**config.mk**
```make
export PLATFORM = sky130hd
export DESIGN_NAME = mw_add_seq
export DESIGN_NICKNAME = d
export VERILOG_FILES = /design/src/rtl/mw_add_seq.sv
export SDC_FILE = /design/constraint.sdc
export NUM_CORES = 1
export LEC_CHECK = 0
export CAP_MARGIN = 40
export CORE_MARGIN = 4
export CORE_UTILIZATION = 63
export DETAILED_ROUTE_END_ITERATION = 6
export DONT_BUFFER_PORTS = 1
export GPL_TIMING_DRIVEN = 0
export PLACE_DENSITY = 0.79
export SLEW_MARGIN = 20
export SYNTH_ARGS = -nofsm -noshare
export SYNTH_HDL_FRONTEND = slang
export SYNTH_SLANG_ARGS = --single-unit
```
**constraint.sdc**
```tcl
create_clock -name clk -period 5 [get_ports clk]
set_input_delay 1 -clock clk [delete_from_list [all_inputs] [get_ports clk]]
set_output_delay 1 -clock clk [all_outputs]
set_load 0.01 [all_outputs]
```
**src/rtl/mw_add_seq.sv**
```systemverilog
// mw_add_seq: multi-word adder that adds one 16-bit limb per clock through a single shared rca16b core
// Ports: clk, rst_n (sync, active-low); start_valid/start_ready with a, b, cin, op sampled at acceptance;
//        res_valid/res_ready with registered sum and cout; busy is high in RUN or DONE.
// Define MW_ADD_SEQ_SUB_EN to make op select subtract (a - b - cin); otherwise op is ignored.
module rca16b (
  input  logic [15:0] a,
  input  logic [15:0] b,
  input  logic        ci,
  output logic [15:0] s,
  output logic        co
);
  assign {co, s} = {1'b0, a} + {1'b0, b} + {16'd0, ci};
endmodule

module mw_add_seq #(
  parameter int WORDS = 4
) (
  input  logic              clk,
  input  logic              rst_n,
  input  logic              start_valid,
  output logic              start_ready,
  input  logic [16*WORDS-1:0] a,
  input  logic [16*WORDS-1:0] b,
  input  logic              cin,
  input  logic              op,
  output logic              res_valid,
  input  logic              res_ready,
  output logic [16*WORDS-1:0] sum,
  output logic              cout,
  output logic              busy
);
  localparam int N = 16 * WORDS;
  localparam int IW = $clog2(WORDS);
  typedef enum logic [1:0] {IDLE, RUN, DONE} state_t;
  state_t state, state_nxt;
  logic [N-1:0] a_q, b_q;
  logic [IW-1:0] idx;
  logic c_q, c0, core_c, last;
  logic [15:0] b_l, core_s;
`ifdef MW_ADD_SEQ_SUB_EN
  logic op_q;
  always_ff @(posedge clk)
    if (start_valid && start_ready) op_q <= op;
  // Subtraction is a + ~b with the borrow-in folded into the initial carry.
  assign b_l = b_q[16*idx +: 16] ^ {16{op_q}};
  assign c0 = cin ^ op;
`else
  logic op_unused;
  assign op_unused = op;
  assign b_l = b_q[16*idx +: 16];
  assign c0 = cin;
`endif
  rca16b u_core (
    .a (a_q[16*idx +: 16]),
    .b (b_l),
    .ci(c_q),
    .s (core_s),
    .co(core_c)
  );
  assign last = idx == IW'(WORDS - 1);
  assign start_ready = state == IDLE;
  assign res_valid = state == DONE;
  assign busy = state != IDLE;
  always_comb begin
    state_nxt = state;
    state_nxt = (state == IDLE && start_valid) ? RUN :
                (state == RUN && last) ? DONE :
                (state == DONE && res_ready) ? IDLE : state;
  end
  always_ff @(posedge clk)
    if (start_valid && start_ready) begin
      a_q <= a;
      b_q <= b;
    end
  always_ff @(posedge clk)
    if (!rst_n) begin
      state <= IDLE;
      idx <= '0;
      c_q <= 1'b0;
      sum <= '0;
      cout <= 1'b0;
    end else begin
      state <= state_nxt;
      if (state == IDLE && start_valid) begin
        c_q <= c0;
        idx <= '0;
      end
      if (state == RUN) begin
        sum[16*idx +: 16] <= core_s;
        c_q <= core_c;
        idx <= idx + 1'b1;
        if (last) cout <= core_c;
      end
    end
endmodule

```
### Yosys cells after proc, flatten, opt, wreduce, memory -nomap -nowiden

Cells that the tools add are included.

* shift operators: 4
* multiplexer cells: 8
* magnitude comparators: 0
* div/mod/pow operators: 0
* eq/ne operators: 3
* reductions and logical operators: 10
* bitwise operators: 1
* add/sub/neg operators: 4
* $mul: 0

Operators with widths (number)
* indexed part select 64 x 7 -> 16 bit: 2
* bitwise mux 64 bit: 1
* variable shift 16 x 34 -> 64 bit, first input constant: 1
* indexed part select 16 x 34 -> 64 bit: 1
* negator 6 -> 34 bit: 1
* adder 16 x 16 -> 17 bit: 1
* adder 17 x 1 -> 17 bit: 1
* 2-to-1 mux 2 bit: 4
* nonzero test 2 bit: 3
* == test 2 bit, second input constant: 2
* logical AND 1 bit: 3
* 2-to-1 mux 1 bit: 3
* nonzero test 3 bit: 1
* adder 2 x 1 -> 2 bit, second input constant: 1
* == test 2 x 1 -> 1 bit, second input constant: 1
* zero test 2 bit: 1
* AND reduction 2 bit: 1
* OR reduction 2 bit: 1
* inverter 1 bit: 1

* flip-flop bits (word level): 198
* bits in writable memories: 0
* input port bits: 134
* memories: 0
* bits in latches: 0
* ROM bits: 0

### Longest topological paths before layout

Gate-level depths: netlist of run 1.

* depth after elaboration: 5
* mapped depth: 11
* gate-level depth less buffers: 9

### Hierarchy

Synthesis of run 1 repeated with hierarchy kept, for this count alone.

* cell total of the unflattened synthesis: 528
* area total of the unflattened synthesis: 8050.2 sq um

Modules (own cells, without submodules)
* mw_add_seq: cells an instance 427, instances 1, area each 7259.5 sq um, sequential area each 5245.0 sq um
* rca16b: cells an instance 101, instances 1, area each 790.8 sq um, sequential area each 0.0 sq um

### Least setup slack after synthesis of run 1

OpenSTA, ideal clock, no wires.

* path type: in2reg
* from: input port start_valid
* to: register a_q[0], enable pin
* arrival: 3.949 ns
* setup time: 0.503 ns
* stages on the path: 1
* setup slack: 0.548 ns
* data required time: 4.497 ns
* cells stage by stage: and2_1

* cells in the longest elaborated chain, start to end: 1

RTL lines
* start: declaration: line 20 `input logic start_valid,`
* logical AND 1 bit: line 71 `if (start_valid && start_ready) begin`
* end signal: assignment: line 72 `a_q <= a;`
* end: declaration: line 36 `logic [N-1:0] a_q, b_q;`

Every way passes these cells.
A chain may end at the register's enable or synchronous reset.

### Worst setup path after layout of run 1

* from: register idx[1]
* to: register sum[12]

* cells in the longest elaborated chain, start to end: 5
* elaborated cells between the ends (all ways): 8
* those cells by class: add/sub: 3; shift: 4; mux: 1

RTL lines
* start: declaration: line 37 `logic [IW-1:0] idx;`
* start signal: assignment: line 91 `idx <= idx + 1'b1;`
* indexed part select 64 x 7 -> 16 bit (on tied branches): line 54, 50
* adder 16 x 16 -> 17 bit: line 12 `assign {co, s} = {1'b0, a} + {1'b0, b} + {16'd0, ci};`
* adder 17 x 1 -> 17 bit: line 12
* indexed part select 16 x 34 -> 64 bit: line 89 `sum[16*idx +: 16] <= core_s;`
* bitwise mux 64 bit (*): line 89
* end signal: indexed assignment: line 89
* end: declaration: line 28 `output logic [16*WORDS-1:0] sum,`

Every way passes the cells marked *; elsewhere a longest branch is shown, timed or not.

==> results of run 1 <==
-- Yosys cell counts, types with 2 or more instances --
cell type / instances / area, sq um
o211ai_1: 5 / 37.54
nand2b_1: 3 / 18.77
nand3_1: 8 / 40.04
o22ai_1: 2 / 12.51
nand3b_1: 2 / 15.01
a21oi_1: 15 / 75.07
a21boi_0: 2 / 15.01
and3_1: 3 / 18.77
a22oi_1: 27 / 202.7
and2_1: 10 / 62.56
nor3_1: 2 / 10.01
nor2b_1: 28 / 175.2
xor2_1: 5 / 43.79
a31oi_1: 2 / 12.51
and4_1: 2 / 17.52
o21ai_1: 4 / 20.02
ha_1: 20 / 250.2
o21ai_0: 23 / 115.1
nor2_1: 5 / 18.77
fa_1: 2 / 40.04
xnor2_1: 5 / 43.79
buf_4: 3 / 22.52
a31oi_2: 2 / 25.02
nand2_1: 37 / 138.9
buf_2: 10 / 50.05
inv_1: 7 / 26.28
dfxtp_1: 70 / 1401
edfxtp_1: 128 / 3844
a21o_1: 5 / 37.54
a211oi_1: 3 / 22.52
clkbuf_1: 14 / 52.55
mux4_2: 32 / 720.7
a22o_1: 20 / 175.2
nand4_1: 6 / 37.54
-- worst min path at each step --
stage / from / slack, ns / cells after the start / endpoint
after CTS: sum[44] / 0.52 / 2 / sum[44]
after global routing: sum[44] / 0.54 / 2 / sum[44]
after global placement: sum[44] / 0.49 / 2 / sum[44]
after detailed placement: sum[44] / 0.51 / 2 / sum[44]
final: sum[37] / 0.51 / 2 / sum[37]
after floorplan: sum[44] / 0.47 / 2 / sum[44]
-- through the flow --
step	hold WS, ns	std cells	setup TNS, ns
CTS	0.5193	733	0
finish	0.5119	735	0
global route	0.5395	735	0
global placement	0.4887	699	-24.06
floorplan	0.4717	531	0
detailed placement	0.5096	701	0
-- layout by cell type, fill, tap and decap left out, drive strengths merged, types with 3 or more instances in the layout --
| cell | netlist | routed |
|---|---|---|
| nand3 | 8 | 8 |
| a22oi | 28 | 28 |
| buf | 14 | 16 |
| and3 | 3 | 3 |
| dfxtp | 70 | 70 |
| nand2b | 4 | 4 |
| o21ai | 28 | 28 |
| xor2 | 5 | 5 |
| a22o | 20 | 20 |
| a31oi | 4 | 4 |
| and2 | 11 | 11 |
| mux4 | 32 | 32 |
| nand2 | 38 | 38 |
| a211oi | 3 | 3 |
| a21oi | 15 | 15 |
| clkbuf | 14 | 31 |
| nor2 | 5 | 5 |
| inv | 7 | 12 |
| o211ai | 5 | 5 |
| nor2b | 28 | 28 |
| nand4 | 6 | 6 |
| clkinv | 0 | 6 |
| xnor2 | 5 | 5 |
| edfxtp | 128 | 128 |
| ha | 20 | 20 |
| a21o | 5 | 5 |
-- flip-flops by register name (all words and copies together), names as in the netlist --
register and count:
sum 64, a_q 64, c_q 1, idx 2, cout 1, state 2
b_q 64
-- kinds of logic (layout without fill, tap and decap cells) --
kind of cell	count (synthesis)	count (layout)
other cells	0	2
mux	33	33
fa+ha+maj	22	22
buf+inv	35	69
flops	198	198
xor+xnor	10	10
simple gates	115	115
compound gates	118	118
-- report_power, final --
part           internal [mW]  leakage, nW  total, mW  switching, mW
Clock                  0.750        0.287       1.36          0.606
Combinational          0.175        0.941      0.477          0.303
Sequential              1.84         1.79       1.87         0.0372
Total                   2.76         3.02       3.71          0.946
-- area by class of cell --
type | count | area [sq um]
clock buffer | 17 | 425.4
clock inverter | 15 | 170.2
multi-input combinational | 298 | 2591
antenna | 2 | 5.005
tap | 168 | 210.2
sequential | 198 | 5245
buffer | 28 | 128.9
fill | 808 | 3362
timing repair buffer | 2 | 47.55
inverter | 7 | 26.28
-- metal layers --
metal	vias to the layer above	routed length, microns	share of wire, %
li1	2100	-	-
met2	226	8218	50
met5	-	27	0.16
met1	2225	6301	38
met3	25	1670	10
met4	4	308	1.9
-- worst reg2reg max path: stages (launching register included) --
cell      delay [ns]
dfxtp_1         0.37
clkbuf_1        0.42
clkbuf_1        0.61
mux4_2          0.45
fa_1            0.45
fa_1            0.42
a21o_1          0.19
nand3_1         0.15
a31oi_2         0.19
a31oi_1         0.37
xor2_1          0.33
o21ai_0         0.14
==> results.md, run 1 <==
- Die area: 14,550 sq um
- CTS Hold Bufs: 0
- Cells after synthesis: 531
- Crit end category: flop
- CTS tree: done
- Resize count post-CTS: 0
- Number of flops mapped to enable cells by yosys: 128
- Hold Crit Class: flop to flop
- Tot GR Track Use: 23.34%
- Post-Syn Area: 7989 sq um
- Final Hold Violating Endpoints: 0
- Share of cells above drive strength 1: 15.93%
- Worst EP arrival: around 4.5 ns
- Final WS setup: 0.7932 ns
- Root Buffer: clkbuf_16
- Post-synth top flop: edfxtp_1
- Seq/Total Area, Yosys: 65.65%
- Worst clock skew: 0.009331 ns
- Wirelength per Cell: 22.48 microns
- Routing usage on met2: a little under two fifths
- Mapped Avg Cell Area: 15.05 sq um
- Setup slack, reg-to-reg: between 0.7 and 0.8 ns
- Pwr Total: 3.708 mW
- Initial antenna violation count: 4
- Dpl cell area: 8249 sq um
- # rows: 40
- RSZ-0062 raised after global routing: no
- Synth Net Count: 687
- Post-CTS setup buffers: 0
- Power density cells: 419.0 nW/um^2
- CP startpoint: idx[1]
- Worst setup path end: sum[12]
- Design area: 8850 sq um
- Largest net degree at the start of global routing: 66
- Die width: between 100 and 150 microns
- Cell family with most CP delay: buffers and inverters
- Synth cell types: 53
- Slew Limit Fails: 0
- Vias per inst: 6.231
- Final setup fails: 0
- Residual DRC: 0
- Largest family of logic cells by synthesized area: compound AO/OA/AOI/OAI gates
- PortBufs: 0
- Core Area: about 12,000 sq um
- Compound-Gate Fraction of Synth Area: 10.32%
- Dpl hpwl: 12.35 mm
- # IOs: 202
- Iteration-0 DRC Markers: 311
- Total CTS buffers: 17
- Crit share post-route: 84.14%
- Max-cap violation count: 0
- Worst Max-Slew Pin Slew: 0.7216 ns
- Clk sinks: 198
- Via Count: 4,580
- First-pass GRT wire length: 25.42 mm
- Worst path depth: 11
- VDD IR-drop max: 0.0003461 V
- Gr busiest metal: met2
- CP Launch Type: flop
- Pre-CTS setup slack: 0.8611 ns
- H-tree Lvls: 4
- Xor and xnor area share after synthesis: 1.096%
- Status: finished clean
- Adder-Cell Fraction of Synth Area: under 10%
- Vias in the first global route: 4,669
- Buf/Inv on CP: 2
- Ys async rst share: 0%
- GRT overflow: 0
- Max Buffers Root-to-Sink: 2
- Aggregate routed wire length: 16.53 mm
- Slowest cell on crit path: clkbuf_1
- GP Congestion: 0.8326
- Pleak: 3.019 nW
- Fmax: 237.7 MHz
- Crit Reg-Reg Endpoint: sum[12]
- Finished Core Util: 72.47%
- Rel. slew slack: roughly 52%
- Critical R2R Launch: idx[1]
- Synth Area in Simple Gates: 8.207%
- Critical Path RT: about 5.3 ns
- Fin crit period: 4.207 ns
- CP Max Fanout: 10
- Post-DRT Antenna Nets: 0
- Routing usage on met3: 8.980%
- Die Ht: 120.6 microns
- Final net count: 708
- Max stage delay on crit path: 0.61 ns
- Global Route met1 Usage: 28.52%
- Clock transition at path regs: around 0.070 ns
- Syn-to-layout area delta: 10.78%
- Mux cell area share after synthesis: 9.146%
- Synth Warn #: 0
- Drt first pass iters: 5
- Clk Latency, worst-skew pair: 0.43 ns
- Worst path cell trace: clkbuf_1, clkbuf_1, mux4_2, fa_1, fa_1, a21o_1, nand3_1, a31oi_2, a31oi_1, xor2_1, o21ai_0
- CP Class: flop to flop
- R2R cell count: 11
- Initial Utilization: 65.42%
- Register bit total from synthesis: roughly 200
No activity file was read; power rests on OpenSTA's default activity.
==> inputs of run 2 (changes only) <==
--- a/config.mk
+++ b/config.mk
@@ -7,11 +7,11 @@
 export LEC_CHECK = 0
 export CAP_MARGIN = 40
 export CORE_MARGIN = 4
-export CORE_UTILIZATION = 63
+export CORE_UTILIZATION = 57
 export DETAILED_ROUTE_END_ITERATION = 6
 export DONT_BUFFER_PORTS = 1
 export GPL_TIMING_DRIVEN = 0
-export PLACE_DENSITY = 0.79
+export PLACE_DENSITY = 0.75
 export SLEW_MARGIN = 20
 export SYNTH_ARGS = -nofsm -noshare
 export SYNTH_HDL_FRONTEND = slang
==> constraint.sdc (replaced) <==
create_clock -name clk -period 3.5 [get_ports clk]
set_input_delay 0.7 -clock clk [delete_from_list [all_inputs] [get_ports clk]]
set_output_delay 0.7 -clock clk [all_outputs]
set_load 0.01 [all_outputs]
==> run 2 against run 1 <==
  * Worst hold slack worse by 0.15 ns
  * Sequential power increased by 43%
  * Wire length rose by 2.1%
  * Largest power group unchanged
  * Highest routed layer unchanged
==> results.md, run 2 (synthesis gave the netlist of run 1 again) <==
- Max-cap violation count: 0
- Cell family with most CP delay: adder cells
- Die area: 15,970 sq um
- Clock transition at path regs: 0.07 ns
- Most frequent cells in the layout: edfxtp_1, dfxtp_1, nand2_1
- Residual DRC: 0
- Pwr Total: 5.241 mW
- Vias per inst: approximately 6.1
- Status: finished clean
- First-pass GRT wire length: 26.19 mm
- Iteration-0 DRC Markers: slightly above 300
- Final net count: between 700 and 800
- Crit end category: flop
- Seq. cell area: ~5200 sq um
- Core Area: 13,510 sq um
- Layout Cells excl Fill: 745
- Vias in the first global route: 4,731
- Most common cell on crit path: fa_1
- Worst clock skew: between 0.007 and 0.008 ns
- Critical Path RT: between 3 and 4 ns
- Routing usage on met3: 9.500%
- Hold Crit Class: input pin to flop
- Global Route met1 Usage: 25.93%
- Slew Limit Fails: 0
- Worst path cell trace: buf_6, buf_12, mux4_2, fa_1, fa_1, a21o_1, nand3_2, a31oi_4, o22ai_2, xor2_2, o21ai_0
- CP startpoint: idx[0]
- Fmax: 304.5 MHz
- H-tree Lvls: 4
- Largest net degree at the start of global routing: 64
- Die Ht: 126.4 microns
- Post-DRT Antenna Nets: 0
- Initial antenna violation count: 1
- Critical R2R Launch: idx[0]
- GRT overflow: 0
- Worst EP arrival: 3.59 ns
- Multi-input logic area: 2701 sq um
- Power density cells: 583.7 nW/um^2
- Initial Utilization: 59.15%
- Root Buffer: clkbuf_16
- Tot GR Track Use: 21.26%
- CTS tree: done
- Most common cell after layout, fill and taps aside: edfxtp_1
- Largest registers: a_q x64, b_q x64, sum x64
- # rows: 42
- VDD IR-drop max: 0.0003639 V
- CTS Hold Bufs: 0
- Drt first pass iters: 5
- Max Buffers Root-to-Sink: 2
- Pleak: 3.052 nW
- CP Max Fanout: 10
- Final setup fails: 0
- Ant diodes: 0
- Worst Max-Slew Pin Slew: 0.6390 ns
- Clk Latency, worst-skew pair: 0.43 ns
- Syn-to-layout area delta: 12.39%
- Die width: ~130 microns
- Fin crit period: 3.284 ns
- Rel. slew slack: between 50% and 60%
- Buf/Inv on CP: 2
- Share of cells above drive strength 1: 19.86%
- PortBufs: 0
- Routing usage on met2: between 30% and 40%
- Crit share post-route: 93.84%
- Final Hold Violating Endpoints: 0
- Max stage delay on crit path: 0.53 ns
- GP Congestion: 0.8170
- # IOs: 202
- Clk sinks: roughly 200
- Gr busiest metal: met2
- Filler cells: 937
- Total CTS buffers: 17
- Wirelength per Cell: 22.66 microns
- Aggregate routed wire length: roughly 17 mm
- Via Count: 4,536
- Dpl cells: 709
- CP Launch Type: flop
- Hold path start: b[53]
- Slowest cell on crit path: mux4_2
- CP Class: flop to flop
- Dpl hpwl: 12.66 mm
==> run 2: cell types whose count changed in the layout (fill, tap and decap cells not counted), sizes merged <==
cell      before  now
buf           16   19
clkinvlp       2    5
bufinv         2    0
clkinv         6    4
diode          2    0
clkbuf        31   32
inv           12   13
==> run 2: cell type report <==
class | count | area share (%)
timing repair buffer | 6 | 0.8640
inverter | 7 | 0.2926
clock buffer | 17 | 4.738
multi-input combinational | 298 | 30.09
clock inverter | 15 | 1.324
tap | 176 | 2.453
sequential | 198 | 58.43
buffer | 28 | 1.812
==> run 2: per-layer routing <==
metal,vias to the layer above,routed length [microns]
met1,2235,6788
met3,17,1584
li1,2098,-
met4,2,229
met5,-,12
met2,184,8264
==> run 2: report_power, final <==
group          leakage [nW]  switching (mW)  internal [mW]
clock                 0.254           0.882          0.924
sequential             1.79          0.0513           2.62
combinational          1.01           0.471          0.288
==> run 2: final timing paths <==
path         cells after the start  endpoint  slack (ns)
max                             11   sum[24]        0.22
max reg2reg                     11   sum[24]        0.22
min                              0   b_q[53]        0.36
min reg2reg                      2   sum[44]        0.50
==> run 2: metrics by stage <==
stage / area (sq um) / hold slack, ns / setup WS (ns) / TNS (ns) / util [%]
4_1_cts: 8932 / 0.3484 / 0.01069 / 0 / 66.14
3_5_place_dp: 8259 / 0.4975 / -0.6056 / -13.50 / 61.15
2_1_floorplan: 7990 / 0.4717 / 0.1029 / 0 / -
6_report: 8979 / 0.3630 / 0.2157 / 0 / 66.48
5_1_grt: 8979 / 0.3376 / -0.007455 / -0.01096 / 66.48
3_3_place_gp: 8210 / 0.4882 / -0.5872 / -12.85 / 60.79
==> run 2: what timing repair did <==
item                                    in CTS  in global routing
endpoints found under the hold margin        0                  0
buffers inserted                             3                  1
gates resized for setup                     21                 13
pin swaps                                    0                  1
endpoints found under the setup margin      49                 41
==> inputs of run 3 (changes only) <==
--- a/config.mk
+++ b/config.mk
@@ -12,7 +12,6 @@
 export DONT_BUFFER_PORTS = 1
 export GPL_TIMING_DRIVEN = 0
 export PLACE_DENSITY = 0.75
-export SLEW_MARGIN = 20
 export SYNTH_ARGS = -nofsm -noshare
 export SYNTH_HDL_FRONTEND = slang
 export SYNTH_SLANG_ARGS = --single-unit
==> run 3 against run 2 <==
  * Sequential share of layout area decreased by 0.089 points
  * Final area increased by 0.15%
  * Sequential power about the same
  * Wire length increased by 0.86%
  * Combinational power increased by 0.9%
  * Register-to-register slack about the same
  * Count of clock-buffer cells in the layout unchanged
  * Critical endpoint unchanged
  * Total power increased by 1.7%
  * Flip-flop and latch count unchanged
==> results.md, run 3 (synthesis gave the netlist of run 1 again) <==
- Die width: roughly 130 microns
- # rows: 42
- PortBufs: 0
- Filler cells: 924
- Share of cells above drive strength 1: 19.72%
- Core Area: 13,510 sq um
- Worst path cell trace: buf_6, buf_12, mux4_2, fa_1, fa_1, a21o_1, nand3_2, a31oi_4, o22ai_2, xor2_2, o21ai_0
- Most frequent cells in the layout: edfxtp_1, dfxtp_1, nand2_1
- Worst EP arrival: 3.58 ns
- Pwr Total: approximately 5.3 mW
- Final setup fails: 0
- Final net count: 711
- Max stage delay on crit path: 0.54 ns
- Via Count: 4,557
- Max layer used: met5
- Setup slack, reg-to-reg: 0.22 ns
- Worst clock skew: 0.008717 ns
- Aggregate routed wire length: 17.02 mm
- Hold Crit Class: input pin to flop
- Most common cell on crit path: fa_1
- Critical Path RT: 3.80 ns
- # IOs: 202
- Post-DRT Antenna Nets: 0
- Tot GR Track Use: 21.74%
- Total CTS buffers: 17
- Iteration-0 DRC Markers: 338
- Buf/Inv on CP: 2
- Crit share post-route: 93.60%
- Clk sinks: a little under 200
- Slowest cell on crit path: mux4_2
- CTS tree: done
- Met1 wire length: just under 7 mm
- Rel. slew slack: 42.14%
- Syn-to-layout area delta: 12.56%
- WL met2: 8.440 mm
- Fin crit period: between 3 and 4 ns
- Clk Latency, worst-skew pair: 0.43 ns
- Drt first pass iters: 5
- Status: finished clean
- Worst Max-Slew Pin Slew: between 0.8 and 0.9 ns
- CP Launch Type: flop
- Vias per inst: 6.125
- Clock transition at path regs: around 0.070 ns
- Vias in the first global route: 4,787
- First-pass GRT wire length: 26.83 mm
- Setup TNS: 0 ns
- Root Buffer: clkbuf_16
- VDD IR-drop max: 0.0004762 V
- Cell family with most CP delay: adder cells
- Die Ht: approximately 130 microns
- Wirelength per Cell: 22.88 microns
- Residual DRC: 0
- Ant diodes: 0
- Largest registers: a_q x64, b_q x64, sum x64
- Crit end category: flop
- WHS: 0.3649 ns
- Dpl hpwl: 12.55 mm
- Fmax: just over 300 MHz
- Max Buffers Root-to-Sink: 2
- Slew Limit Fails: 0
- Initial antenna violation count: 1
- Final Hold Violating Endpoints: 0
- H-tree Lvls: 4
- CP Max Fanout: 10
- Max-cap violation count: 0
- CP Class: flop to flop
- GRT overflow: 0
- Largest net degree at the start of global routing: 68
- CTS Hold Bufs: 0
- Most common cell after layout, fill and taps aside: edfxtp_1
- Power density cells: 592.8 nW/um^2
- Routed wire length on met3: 1.490 mm
- Pleak: 3.059 nW
- Initial Utilization: 59.15%
- RSZ-0062 raised after global routing: no
- Die area: approximately 16,000 sq um
- Finished Core Util: 66.58%
- GP Congestion: 0.8170
run 3: cell types whose count changed in the layout (fill, tap and decap cells not counted), sizes merged:
cell      before  now
bufinv         0    1
clkinvlp       5    4
buf           19   18
run 3: power breakdown:
group	total, mW	internal (mW)	switching, mW	leakage (nW)
sequential	2.68	2.63	0.0523	1.79
combinational	0.766	0.289	0.477	0.999
clock	1.89	0.999	0.888	0.268
total	5.33	3.91	1.42	3.06
run 3: what timing repair did:
action	CTS	global route
hold endpoints to repair	0	0
setup buffers	3	1
endpoints found under the setup margin	47	42
resized for setup	19	17
pin swaps	0	3
run 3: path summary, 6_finish.rpt:
kind | from | end | cells after the start
setup / recovery | idx[0] | sum[24] | 11
hold / removal | b[1] | b_q[1] | 0
hold reg to reg | sum[44] | sum[44] | 2
setup reg to reg | idx[0] | sum[24] | 11
run 3: layout make-up:
type | instances | area (sq um) | area share [%]
flip-flops and latches | 198 | 5246 | 58.34
multi-input cells | 298 | 2709 | 30.12
clock buffers | 17 | 425.4 | 4.731
well taps | 176 | 220.2 | 2.449
plain buffers | 28 | 162.7 | 1.809
clock inverters | 15 | 145.1 | 1.614
repair buffers | 5 | 57.56 | 0.6400
inverters | 7 | 26.28 | 0.2922
run 3: metal layers:
layer	vias to the layer above	global-route usage, %
met1	2261	26.63
met3	16	9.332
li1	2092	-
met5	-	0
met2	186	35.87
met4	2	5.426
run 3: worst register-to-register path: stages, from the launching register on:
cell and delay, ns:
dfxtp_2 0.36, buf_6 0.14, buf_12 0.16, mux4_2 0.54
fa_1 0.45, fa_1 0.41, a21o_1 0.20, nand3_2 0.11
a31oi_4 0.16, o22ai_2 0.20, xor2_2 0.29, o21ai_0 0.14
run 3: metrics by stage:
step,instances,area (sq um),setup slack (ns)
2_1_floorplan,531,7990,0.1029
3_3_place_gp,707,8210,-0.5872
3_5_place_dp,708,8239,-0.6103
4_1_cts,743,8934,0.03191
5_1_grt,744,8992,0.01690
6_report,744,8992,0.2241
